===== src/rtl/btn_press_decoder.sv =====
// Classifies debounced button presses into short/long/double events plus a held level.
// Optional auto-repeat while a long press is held: compile with BTN_AUTO_REPEAT_EN.
module btn_press_decoder #(
  parameter int unsigned LONG_CYCLES   = 8,
  parameter int unsigned GAP_CYCLES    = 5,
  parameter int unsigned REPEAT_CYCLES = 4
) (
  input  logic clk,
  input  logic reset,
  input  logic btn_db,
  output logic short_press,
  output logic long_press,
  output logic double_press,
  output logic held,
  output logic repeat_pulse
);

  localparam int unsigned CNT_MAX = (LONG_CYCLES > GAP_CYCLES) ? LONG_CYCLES : GAP_CYCLES;
  localparam int unsigned CW      = $clog2(CNT_MAX + 1);

  if (LONG_CYCLES < 2 || GAP_CYCLES < 2 || REPEAT_CYCLES < 2) begin : g_param_check
    $error("btn_press_decoder: cycle parameters must be >= 2");
  end

  typedef enum logic [2:0] {
    S_IDLE   = 3'd0,
    S_PRESS1 = 3'd1,
    S_LONG   = 3'd2,
    S_GAP    = 3'd3,
    S_PRESS2 = 3'd4
  } state_t;

  state_t        state_q, state_d;
  logic [CW-1:0] cnt_q, cnt_d;
  logic          short_q, short_d;
  logic          long_q, long_d;
  logic          double_q, double_d;
  logic          held_q, held_d;

  // Next-state, counter reload and event decode.
  always_comb begin
    state_d  = state_q;
    cnt_d    = cnt_q;
    short_d  = 1'b0;
    long_d   = 1'b0;
    double_d = 1'b0;
    case (state_q)
      S_IDLE: begin
        if (btn_db) begin
          state_d = S_PRESS1;
          cnt_d   = CW'(1);
        end else begin
          state_d = S_IDLE;
        end
      end
      S_PRESS1: begin
        if (!btn_db) begin
          state_d = S_GAP;
          cnt_d   = CW'(1);
        end else if (cnt_q == CW'(LONG_CYCLES - 1)) begin
          state_d = S_LONG;
          cnt_d   = '0;
          long_d  = 1'b1;
        end else begin
          cnt_d   = cnt_q + CW'(1);
        end
      end
      S_LONG: begin
        if (!btn_db) begin
          state_d = S_IDLE;
          cnt_d   = '0;
        end else begin
          state_d = S_LONG;
        end
      end
      S_GAP: begin
        if (btn_db) begin
          state_d  = S_PRESS2;
          cnt_d    = '0;
          double_d = 1'b1;
        end else if (cnt_q == CW'(GAP_CYCLES - 1)) begin
          state_d  = S_IDLE;
          cnt_d    = '0;
          short_d  = 1'b1;
        end else begin
          cnt_d    = cnt_q + CW'(1);
        end
      end
      S_PRESS2: begin
        if (!btn_db) begin
          state_d = S_IDLE;
          cnt_d   = '0;
        end else begin
          state_d = S_PRESS2;
        end
      end
      default: begin
        state_d = S_IDLE;
        cnt_d   = '0;
      end
    endcase
    held_d = (state_d == S_PRESS1) || (state_d == S_LONG) || (state_d == S_PRESS2);
  end

  // State, counter and registered outputs.
  always_ff @(posedge clk) begin
    if (!reset) begin
      state_q  <= S_IDLE;
      cnt_q    <= '0;
      short_q  <= 1'b0;
      long_q   <= 1'b0;
      double_q <= 1'b0;
      held_q   <= 1'b0;
    end else begin
      state_q  <= state_d;
      cnt_q    <= cnt_d;
      short_q  <= short_d;
      long_q   <= long_d;
      double_q <= double_d;
      held_q   <= held_d;
    end
  end

  assign short_press  = short_q;
  assign long_press   = long_q;
  assign double_press = double_q;
  assign held         = held_q;

`ifdef BTN_AUTO_REPEAT_EN
  localparam int unsigned RW = (REPEAT_CYCLES > 2) ? $clog2(REPEAT_CYCLES) : 1;

  logic [RW-1:0] rcnt_q, rcnt_d;
  logic          repeat_q, repeat_d;

  // Repeat period counter; only advances while a long press is still held.
  always_comb begin
    rcnt_d   = rcnt_q;
    repeat_d = 1'b0;
    if (state_q == S_PRESS1 && state_d == S_LONG) begin
      rcnt_d = '0;
    end else if (state_q == S_LONG && btn_db) begin
      if (rcnt_q == RW'(REPEAT_CYCLES - 1)) begin
        rcnt_d   = '0;
        repeat_d = 1'b1;
      end else begin
        rcnt_d   = rcnt_q + RW'(1);
      end
    end else begin
      rcnt_d = rcnt_q;
    end
  end

  // Repeat counter and pulse registers.
  always_ff @(posedge clk) begin
    if (!reset) begin
      rcnt_q   <= '0;
      repeat_q <= 1'b0;
    end else begin
      rcnt_q   <= rcnt_d;
      repeat_q <= repeat_d;
    end
  end

  assign repeat_pulse = repeat_q;
`else
  assign repeat_pulse = 1'b0;
`endif

endmodule


===== config.mk =====
export PLATFORM = sky130hd
export DESIGN_NAME = btn_press_decoder
export DESIGN_NICKNAME = d
export VERILOG_FILES = /design/src/rtl/btn_press_decoder.sv
export SDC_FILE = /design/constraint.sdc
export NUM_CORES = 1
export LEC_CHECK = 0
export ABC_AREA = 1
export CAP_MARGIN = 0
export CORE_ASPECT_RATIO = 1.2
export CORE_UTILIZATION = 38
export CTS_BUF_LIST = sky130_fd_sc_hd__clkbuf_2 sky130_fd_sc_hd__clkbuf_4 sky130_fd_sc_hd__clkbuf_8
export CTS_CLUSTER_DIAMETER = 30
export CTS_CLUSTER_SIZE = 8
export DETAILED_ROUTE_END_ITERATION = 8
export GPL_TIMING_DRIVEN = 0
export PLACE_DENSITY_LB_ADDON = 0.05
export SLEW_MARGIN = 20
export SYNTH_ARGS = -nofsm -noshare
export SYNTH_HDL_FRONTEND = slang
export SYNTH_SLANG_ARGS = --single-unit

===== constraint.sdc =====
create_clock -name clk -period 1.4 [get_ports clk]
set_input_delay 0.28 -clock clk [delete_from_list [all_inputs] [get_ports clk]]
set_output_delay 0.28 -clock clk [all_outputs]
set_load 0.005 [all_outputs]

==> After elaboration in Yosys (flattened, before gate mapping) <==
Index checks and enable logic that the tools add are counted.
{ "totals": {"register_bits": 11, "input_bits": 3, "out_inout_bits": 5, "elab_cells": 46} }
{ "op_classes": {"n_addsub": 1, "n_eq_ne": 11, "muxes": 18, "bitwise_logic": 2, "n_reduce_logical": 8} }
{ "ops": {"columns": ["op", "count"], "rows": [
  ["4-bit 2-to-1 mux", 6],
  ["4-bit one-hot mux with 4 select lines", 1],
  ["3-bit 2-to-1 mux", 5],
  ["3-bit one-hot mux with 5 select lines", 1],
  ["3-bit by 2-bit == test with 1-bit output (second input constant)", 3],
  ["4-bit by 3-bit == test with 1-bit output (second input constant)", 2],
  ["3-bit by 1-bit == test with 1-bit output (second input constant)", 2],
  ["3-bit == test (second input constant)", 2],
  ["4-bit by 1-bit adder with 4-bit output (second input constant)", 1],
  ["1-bit 2-to-1 mux", 4],
  ["2-bit != test (second input constant)", 2],
  ["2-bit AND reduction", 2],
  ["3-bit logical NOT", 1],
  ["3-bit AND reduction", 1],
  ["3-bit OR reduction", 1],
  ["1-bit logical OR", 2],
  ["2-bit 2-to-1 mux", 1],
  ["1-bit inverter", 2],
  ["2-bit OR reduction", 1]
]} }

==> Longest topological paths before layout <==
Gate-level depths: netlist (run 1).
{ "depth": {"word_depth": 7, "mapped_depth": 9} }

==> Worst setup path before layout (run 1) <==
Ideal clock, no wire load.
{ "synth_path": {"path_type": "flip-flop to flip-flop", "from": "register cnt_q[0]", "to": "register cnt_q[2]", "setup_ns": 0.062, "arrival_time_ns": 1.098, "required_ns": 1.338, "setup_slack_ns": 0.240, "path_stages_with_launch": 10, "period_less_slack_ns": 1.160, "cell_sequence": "dfxtp_1 -> inv_1 -> ha_1 -> nand3_1 -> nand3_2 -> nand2_1 -> nand3_1 -> nand2_1 -> nand2_1 -> nor2_2"} }
{ "synth_via": {"elab_chain_len": 4} }
{ "synth_lines": {"columns": ["item", "line", "text"], "rows": [
  ["start, declared", "34", "logic [CW-1:0] cnt_q, cnt_d;"],
  ["start signal, assigned", "116", "cnt_q <= cnt_d;"],
  ["4-bit by 1-bit adder with 4-bit output (tied with other cells)", "65, 86", null],
  ["4-bit 2-to-1 mux, on equally long branches", "81, 60", null],
  ["4-bit 2-to-1 mux, on equally long branches", "77, 57", null],
  ["4-bit one-hot mux with 4 select lines (*)", "47", "case (state_q)"]
]} }
Every way passes the cells marked *; elsewhere a longest branch is shown, timed or not.
A chain may end at the register's enable or synchronous reset.

==> Worst setup path in the final report (run 1) <==
{ "layout_path": {"from": "register double_q (netlist: double_press)", "to": "output double_press"} }
{ "layout_lines": {"columns": ["item", "line", "text"], "rows": [
  ["start, declared", "37", "logic double_q, double_d;"],
  ["start signal, assigned", "119", "double_q <= double_d;"],
  ["end, declared", "13", "output logic double_press,"]
]} }
No word-level cell between the ends.

==> impl_results.md, run 1 <==
* Outcome: completed
* Number of antenna violations at the first check in global routing at 0
* Post-CTS Setup Bufs at 0
* Clock sink count at 11
* Die width at a little under 40 µm
* Unrepaired setup endpoints after global routing: false
* H-Tree Depth at 1
* Combined buffer and inverter count along the critical path at 1
* Highest attainable clock frequency at 742 MHz
* Endpoint of the most critical register-to-register path: cnt_q[2]
* Core region area at around 0.0015 mm²
* Cell with the most instances after synthesis: nand2_1
* Maximum fanout along the worst path at 1
* Crit path max-delay family: buffers and inverters
* Share of flip-flops with an asynchronous set or reset after synthesis at 0%
* Data required time at the worst endpoint at around 1.1 ns
* Primary FF master, synth: dfxtp_1
* Count of input and output buffers at 6
* Cell Int Power at about 0.00052 W
* Setup Skew at about 0.0028 ns
* Synth Register Bits at 11
* Post-Place Cells at around 110
* Cells on worst reg2reg path at 9
* Crit path capture type: output port
* Worst path cell trace: clkdlybuf4s50_1
* Shortest clock period the worst path allows after layout at around 1.3 ns
* Ranking of synthesized cells by area: dfxtp_1 (35%), nand2_1 (12%), nand3_1 (8.0%)
* Switching portion of total power at 32.0%
* Final period utilization at a little over nine tenths
* Detail-routed via count per cell at 4.94
* Detailed-route DRC error count at 0
* Setup CP Type: flop to output port
* Area growth from synthesis to layout at 19.6%
* Routed wire length at between 1 and 1.5 mm
* Number of hold violations in the final report at 0
* Clk_lat worst skew at roughly 0.27 ns
* Proportion of power drawn by flip-flops and latches at 45.0%
* Cell area after synthesis at ~630 µm²
* Clk pin slew, worst setup/hold paths at roughly 0.080 ns
* Worst hold margin at 0.488 ns
* Congestion Overflow GR at 0
* Die span in y at around 46 µm
* Clock tree from TritonCTS: yes
* Slowest-stage cell, CP: clkdlybuf4s50_1
* CTS root buffer: clkbuf_4
* Wire length per cell after detailed routing at 10.7 µm
* Overall power after layout at about 0.00077 W
* Static leakage at about 0.33 nW
* Final Net Count at 100
* Syn nets at about 90
* Worst-case vdd ir drop at between 500 and 600 µV
* Combined global-route utilization of all metal layers at 15.9%
* Vias in the first global route at approximately 440
* Max-Cap Viols at 0
* Wire length of the first global-routing pass at approximately 1.9 mm
* Total number of placement rows at 15
* Critical path launch point type: flop
* Share of final-layout standard cells stronger than drive strength 1 at 26.6%
* Unique cell type count in the Yosys netlist at 24
* Final setup violation count at 0
* Final total negative setup slack at 0 ns
* Cell count after synthesis at between 80 and 90
* Critical path data arrival time at ~1.1 ns
* Post-synthesis area per instance at between 7 and 8 µm²
* Type of the worst min-delay path: primary input to flop
* Starting Density at between 40% and 50%
* Critical path startpoint: double_press
* Pwr dens at ~1000 mW/mm²
* Maximum single-stage delay on the critical path at 0.48 ns
* Final core utilization at between 50% and 60%
* Synth area leader: dfxtp_1
* Routability Congestion at approximately 0.74
* Clock power frac at a little under a third
* Violation count after the first detailed-routing iteration at 9
* Area of the die at 0.00181 mm²
* Number of enable flip-flop cells after synthesis at 0
* Number of vias after detailed routing at between 500 and 600
* Maximum clock insertion buffer count at 2
* Critical path destination: double_press
* Crit Reg-Reg Startpoint: cnt_q[0]
* Stages on worst setup path at 1
* Final standard cell count with taps included and fillers excluded at roughly 110
* R2r setup slk at approximately 0.14 ns
* Pin count of the biggest net entering global routing at 10
* Top-area cell type share of the netlist area at about a third
* DPL Wire Length at between 800 and 900 µm
* Switching Power at 0.000246 W
* Ys Warns at 0
* Top cells by instance count after synthesis: nand2_1 (20), dfxtp_1 (11), nand3_1 (10)
* Antenna diode count at 0
* Detailed-router iteration count before antenna repair at 4
* Combinational share of power at between 20% and 30%
* Top-level port count at 8
* Sequential area share after synthesis at between 30% and 40%
* Final Max Tran Viols at 0
* Cts bufs inserted at 3
* Number of nets with antenna violations after routing at 0
==> how the worst min path moves through the flow <==
stage,cells after the start,endpoint,from
floorplan,2,state_q[1],reset
global placement,2,cnt_q[1],cnt_q[1]
detailed placement,2,state_q[2],state_q[2]
CTS,2,state_q[2],state_q[2]
global route,3,long_press,btn_db
finish,3,long_press,btn_db
==> sequential cells by signal, summed over array words and instances, names as in the netlist <==
| name | flops |
|---|---|
| held | 1 |
| long_press | 1 |
| state_q | 3 |
| short_press | 1 |
| cnt_q | 4 |
| double_press | 1 |
==> placed cells by master, fill, tap and decap left out, drive strengths merged <==
cell and instances:
nand2 27, dfxtp 11, nand3 11, inv 11
nor2 6, clkbuf 4, clkdlybuf4s50 4, nor3 3
a21oi 3, o21ai 3, nand4 2, ha 2
dlymetal6s2s 2, a41oi 1, a211oi 1, xor2 1
buf 1, conb 1
==> power by group through the flow <==
stage,clock (W),combinational [W],sequential (W)
after floorplan,0,0.000139,0.000351
after global placement,0,0.000177,0.000353
after detailed placement,0,0.000180,0.000353
after CTS,0.000249,0.000181,0.000346
after global routing,0.000263,0.000200,0.000350
final,0.000245,0.000179,0.000347
==> layout make-up <==
cell class / instances / area [µm²]
flip-flops and latches: 11 / 221
clock buffers: 4 / 30.0
fillers: 152 / 734
plain buffers: 1 / 7.51
well taps: 17 / 21.3
multi-input cells: 61 / 362
repair buffers: 6 / 65.1
inverters: 11 / 41.3
==> through the flow <==
step,instance area (µm²),setup WS [ns]
finish,748,0.0530
global route,748,0.0150
CTS,737,0.0436
detailed placement,707,-0.243
global placement,707,-0.240
floorplan,626,0.240
==> layer usage <==
layer	GRT usage (%)	wire (µm)	part of all wire [%]
met5	0	0	0
met4	12.4	12	1.0
met3	2.90	31	2.6
met2	21.0	524	44
met1	22.2	620	52
==> cell families (layout without fill, tap and decap cells) <==
kind of cell               Yosys count  after routing  synth area share [%]
DFF                                 11             11                  35.2
AOI/OAI and AO/OA                    8              8                  10.4
and+or+nand+nor                     49             49                  40.6
other                                1              1                 0.599
xor gates and xnor gates             1              1                  1.40
adders and majority gates            2              2                  4.00
buffers and inverters               12             22                  7.80
==> repair_timing <==
action,CTS,global route
hold endpoints to repair,0,0
endpoints found under the setup margin,0,4
hold buffers,0,0
gates resized for setup,0,4
No activity file was read; power rests on OpenSTA's default activity.
==> run 2: changes to the inputs <==
--- a/config.mk
+++ b/config.mk
@@ -8,6 +8,7 @@
 export ABC_AREA = 1
 export CAP_MARGIN = 0
 export CORE_ASPECT_RATIO = 1.2
+export CORE_MARGIN = 2
 export CORE_UTILIZATION = 38
 export CTS_BUF_LIST = sky130_fd_sc_hd__clkbuf_2 sky130_fd_sc_hd__clkbuf_4 sky130_fd_sc_hd__clkbuf_8
 export CTS_CLUSTER_DIAMETER = 30
==> run 2 against run 1 <==
  * Total power shrank 0.61%
  * Final cell count up 0.90%
  * Register-to-register slack got worse by 0.02 ns
  * Flip-flop and latch count unchanged
  * Fmax rose by 0.72%
  * Hold slack worse by 0.00072 ns
  * Critical path type unchanged
  * Largest cell class unchanged
  * Largest power group unchanged
==> impl_results.md, run 2 (synthesis results as in run 1) <==
* Final total negative setup slack at 0 ns (unchanged)
* H-Tree Depth at 1 (unchanged)
* Vias in the first global route at 513 (+16%)
* Final Net Count at 100 (unchanged)
* Routability Congestion at 0.747 (+0.58%)
* Critical path data arrival time at 1.06 ns (about the same)
* Core region area at 0.00158 mm² (+6.7%)
* Final setup violation count at 0 (unchanged)
* Pwr dens at 1020 mW/mm² (-1.3%)
* Type of the worst min-delay path: primary input to flop
* Total number of placement rows at 16 (+1)
* Overall power after layout at 0.000766 W (-0.61%)
* Post-CTS Setup Bufs at 0 (unchanged)
* Crit path capture type: output port
* Setup slack at placement at -0.234 ns (+0.00839 ns)
* Clk pin slew, worst setup/hold paths at 0.06 ns (-0.02 ns)
* Data required time at the worst endpoint at 1.12 ns (about the same)
* Combined buffer and inverter count along the critical path at 1 (unchanged)
* Share of final-layout standard cells stronger than drive strength 1 at 27.7% (+1.1 points)
* Clock tree from TritonCTS: yes
* Area of the die at 0.00199 mm² (+9.6%)
* Area growth from synthesis to layout at 20.4%
* Register name with the most flops: cnt_q
* Worst path cell trace: clkdlybuf4s50_1
* Detail-routed via count per cell at 4.92 (-0.35%)
* Routed wire length at 1.15 mm (-3.6%)
* Max FFs per register at 4 (unchanged)
* Wire length of the first global-routing pass at 2.03 mm (+7.3%)
* Congestion Overflow GR at 0 (unchanged)
* Crit path max-delay family: buffers and inverters
* Wire length per cell after detailed routing at 10.2 µm (-4.5%)
* Cell Area, Placed at 708 µm² (+0.18%)
* Clk_lat worst skew at 0.27 ns (about the same)
* Violation count after the first detailed-routing iteration at 12 (+3)
* Post-CTS sizing at 0 (unchanged)
* Starting Density at 39.6% (-2.6 points)
* Non-Filler Cell Area, Final at 753 µm² (+0.67%)
* Setup CP Type: flop to output port
* Shortest clock period the worst path allows after layout at 1.34 ns (-0.00958 ns)
* Minimum setup slack in the final design at 0.0625 ns (+0.00959 ns)
* Number of vias after detailed routing at 551 (+0.55%)
* Static leakage at 0.330 nW (+1.0%)
* Cts bufs inserted at 3 (unchanged)
* Number of hold violations in the final report at 0 (unchanged)
* Pin count of the biggest net entering global routing at 10 (unchanged)
* CTS root buffer: clkbuf_4
* Commonest cells after routing, fill and taps aside: nand2_1 (20), nand3_1 (10), dfxtp_1 (9), inv_1 (8), nand2_2 (5)
* Detailed-route DRC error count at 0 (unchanged)
* Top-level port count at 8 (unchanged)
* Number of buffers inserted for hold repair after clock tree synthesis at 0 (unchanged)
* Final Max Tran Viols at 0 (unchanged)
* Highest attainable clock frequency at 748 MHz (+0.72%)
* Maximum fanout along the worst path at 1 (unchanged)
* Most common cell after layout, fill and taps aside: nand2_1
* DPL Wire Length at 915 µm (+1.9%)
* Die width at 41.0 µm (+5.1%)
* Count of input and output buffers at 6 (unchanged)
* Maximum single-stage delay on the critical path at 0.49 ns (about the same)
* Number of nets with antenna violations after routing at 0 (unchanged)
* Combined global-route utilization of all metal layers at 14.7% (-1.3 points)
* Worst-case vdd ir drop at 467 µV (-22%)
* Die span in y at 48.4 µm (+4.3%)
* Outcome: completed
* Slowest-stage cell, CP: clkdlybuf4s50_1
* Antenna diode count at 0 (unchanged)
* Clock sink count at 11 (unchanged)
* Number of antenna violations at the first check in global routing at 0 (unchanged)
* Maximum clock insertion buffer count at 2 (unchanged)
* Final period utilization at 95.5% (-0.68 points)
* Biggest regs: cnt_q (4), state_q (3)
* Critical path launch point type: flop
* Setup Skew at 0.0100 ns (+0.00721 ns)
* Unrepaired setup endpoints after global routing: false
* Max-Cap Viols at 0 (unchanged)
* Detailed-router iteration count before antenna repair at 4 (unchanged)
## run 2: cell count changes in the layout (fill, tap and decap cells not counted)
cell     before  now
ha_2          0    1
dfxtp_1      10    9
nor2_2        3    2
nor2_4        1    2
nand3_2       2    1
dfxtp_2       1    2
nand3_1       9   10
ha_1          2    1
## run 2: where the power goes
part	switching [W]	total (W)	internal [W]
Combinational	0.000114	0.000181	0.0000661
Clock	0.000108	0.000237	0.000130
Sequential	0.0000180	0.000348	0.000330
Total	0.000240	0.000766	0.000526
## run 2: layer usage
| metal | vias to the layer above | part of all wire, % | GRT usage [%] |
|---|---|---|---|
| met4 | 0 | 1.7 | 6.67 |
| met1 | 249 | 47 | 18.4 |
| met5 | - | 0 | 0 |
| met3 | 4 | 3.2 | 2.75 |
| met2 | 8 | 48 | 22.9 |
| li1 | 290 | - | - |
## run 2: worst paths after layout
path / from / endpoint / slack [ns] / cells after the start
worst max-delay path: long_press / long_press / 0.06 / 1
worst max register to register: cnt_q[0] / cnt_q[3] / 0.12 / 7
worst min register to register: cnt_q[0] / cnt_q[0] / 0.51 / 2
worst min-delay path: btn_db / long_press / 0.49 / 3
## run 2: metrics by stage
step | util, % | hold WS, ns | std cells
2_1_floorplan | - | 0.378 | 84
3_3_place_gp | 44.8 | 0.507 | 108
3_5_place_dp | 44.8 | 0.508 | 108
4_1_cts | 46.7 | 0.523 | 112
5_1_grt | 47.6 | 0.505 | 112
6_report | 47.6 | 0.487 | 112
## run 2: final cells by class
cell class                 instances  area (µm²)
multi-input combinational         61         364
tap                               18        22.5
timing repair buffer               6        65.1
buffer                             1        7.51
fill                             172         828
inverter                          11        41.3
clock buffer                       4        30.0
sequential                        11         223
==> run 3: changes to the inputs <==
--- a/config.mk
+++ b/config.mk
@@ -11,7 +11,6 @@
 export CORE_MARGIN = 2
 export CORE_UTILIZATION = 38
 export CTS_BUF_LIST = sky130_fd_sc_hd__clkbuf_2 sky130_fd_sc_hd__clkbuf_4 sky130_fd_sc_hd__clkbuf_8
-export CTS_CLUSTER_DIAMETER = 30
 export CTS_CLUSTER_SIZE = 8
 export DETAILED_ROUTE_END_ITERATION = 8
 export GPL_TIMING_DRIVEN = 0
==> results of run 3 <==
Same layout as run 2: the final DEF is identical, and so are final timing and power.
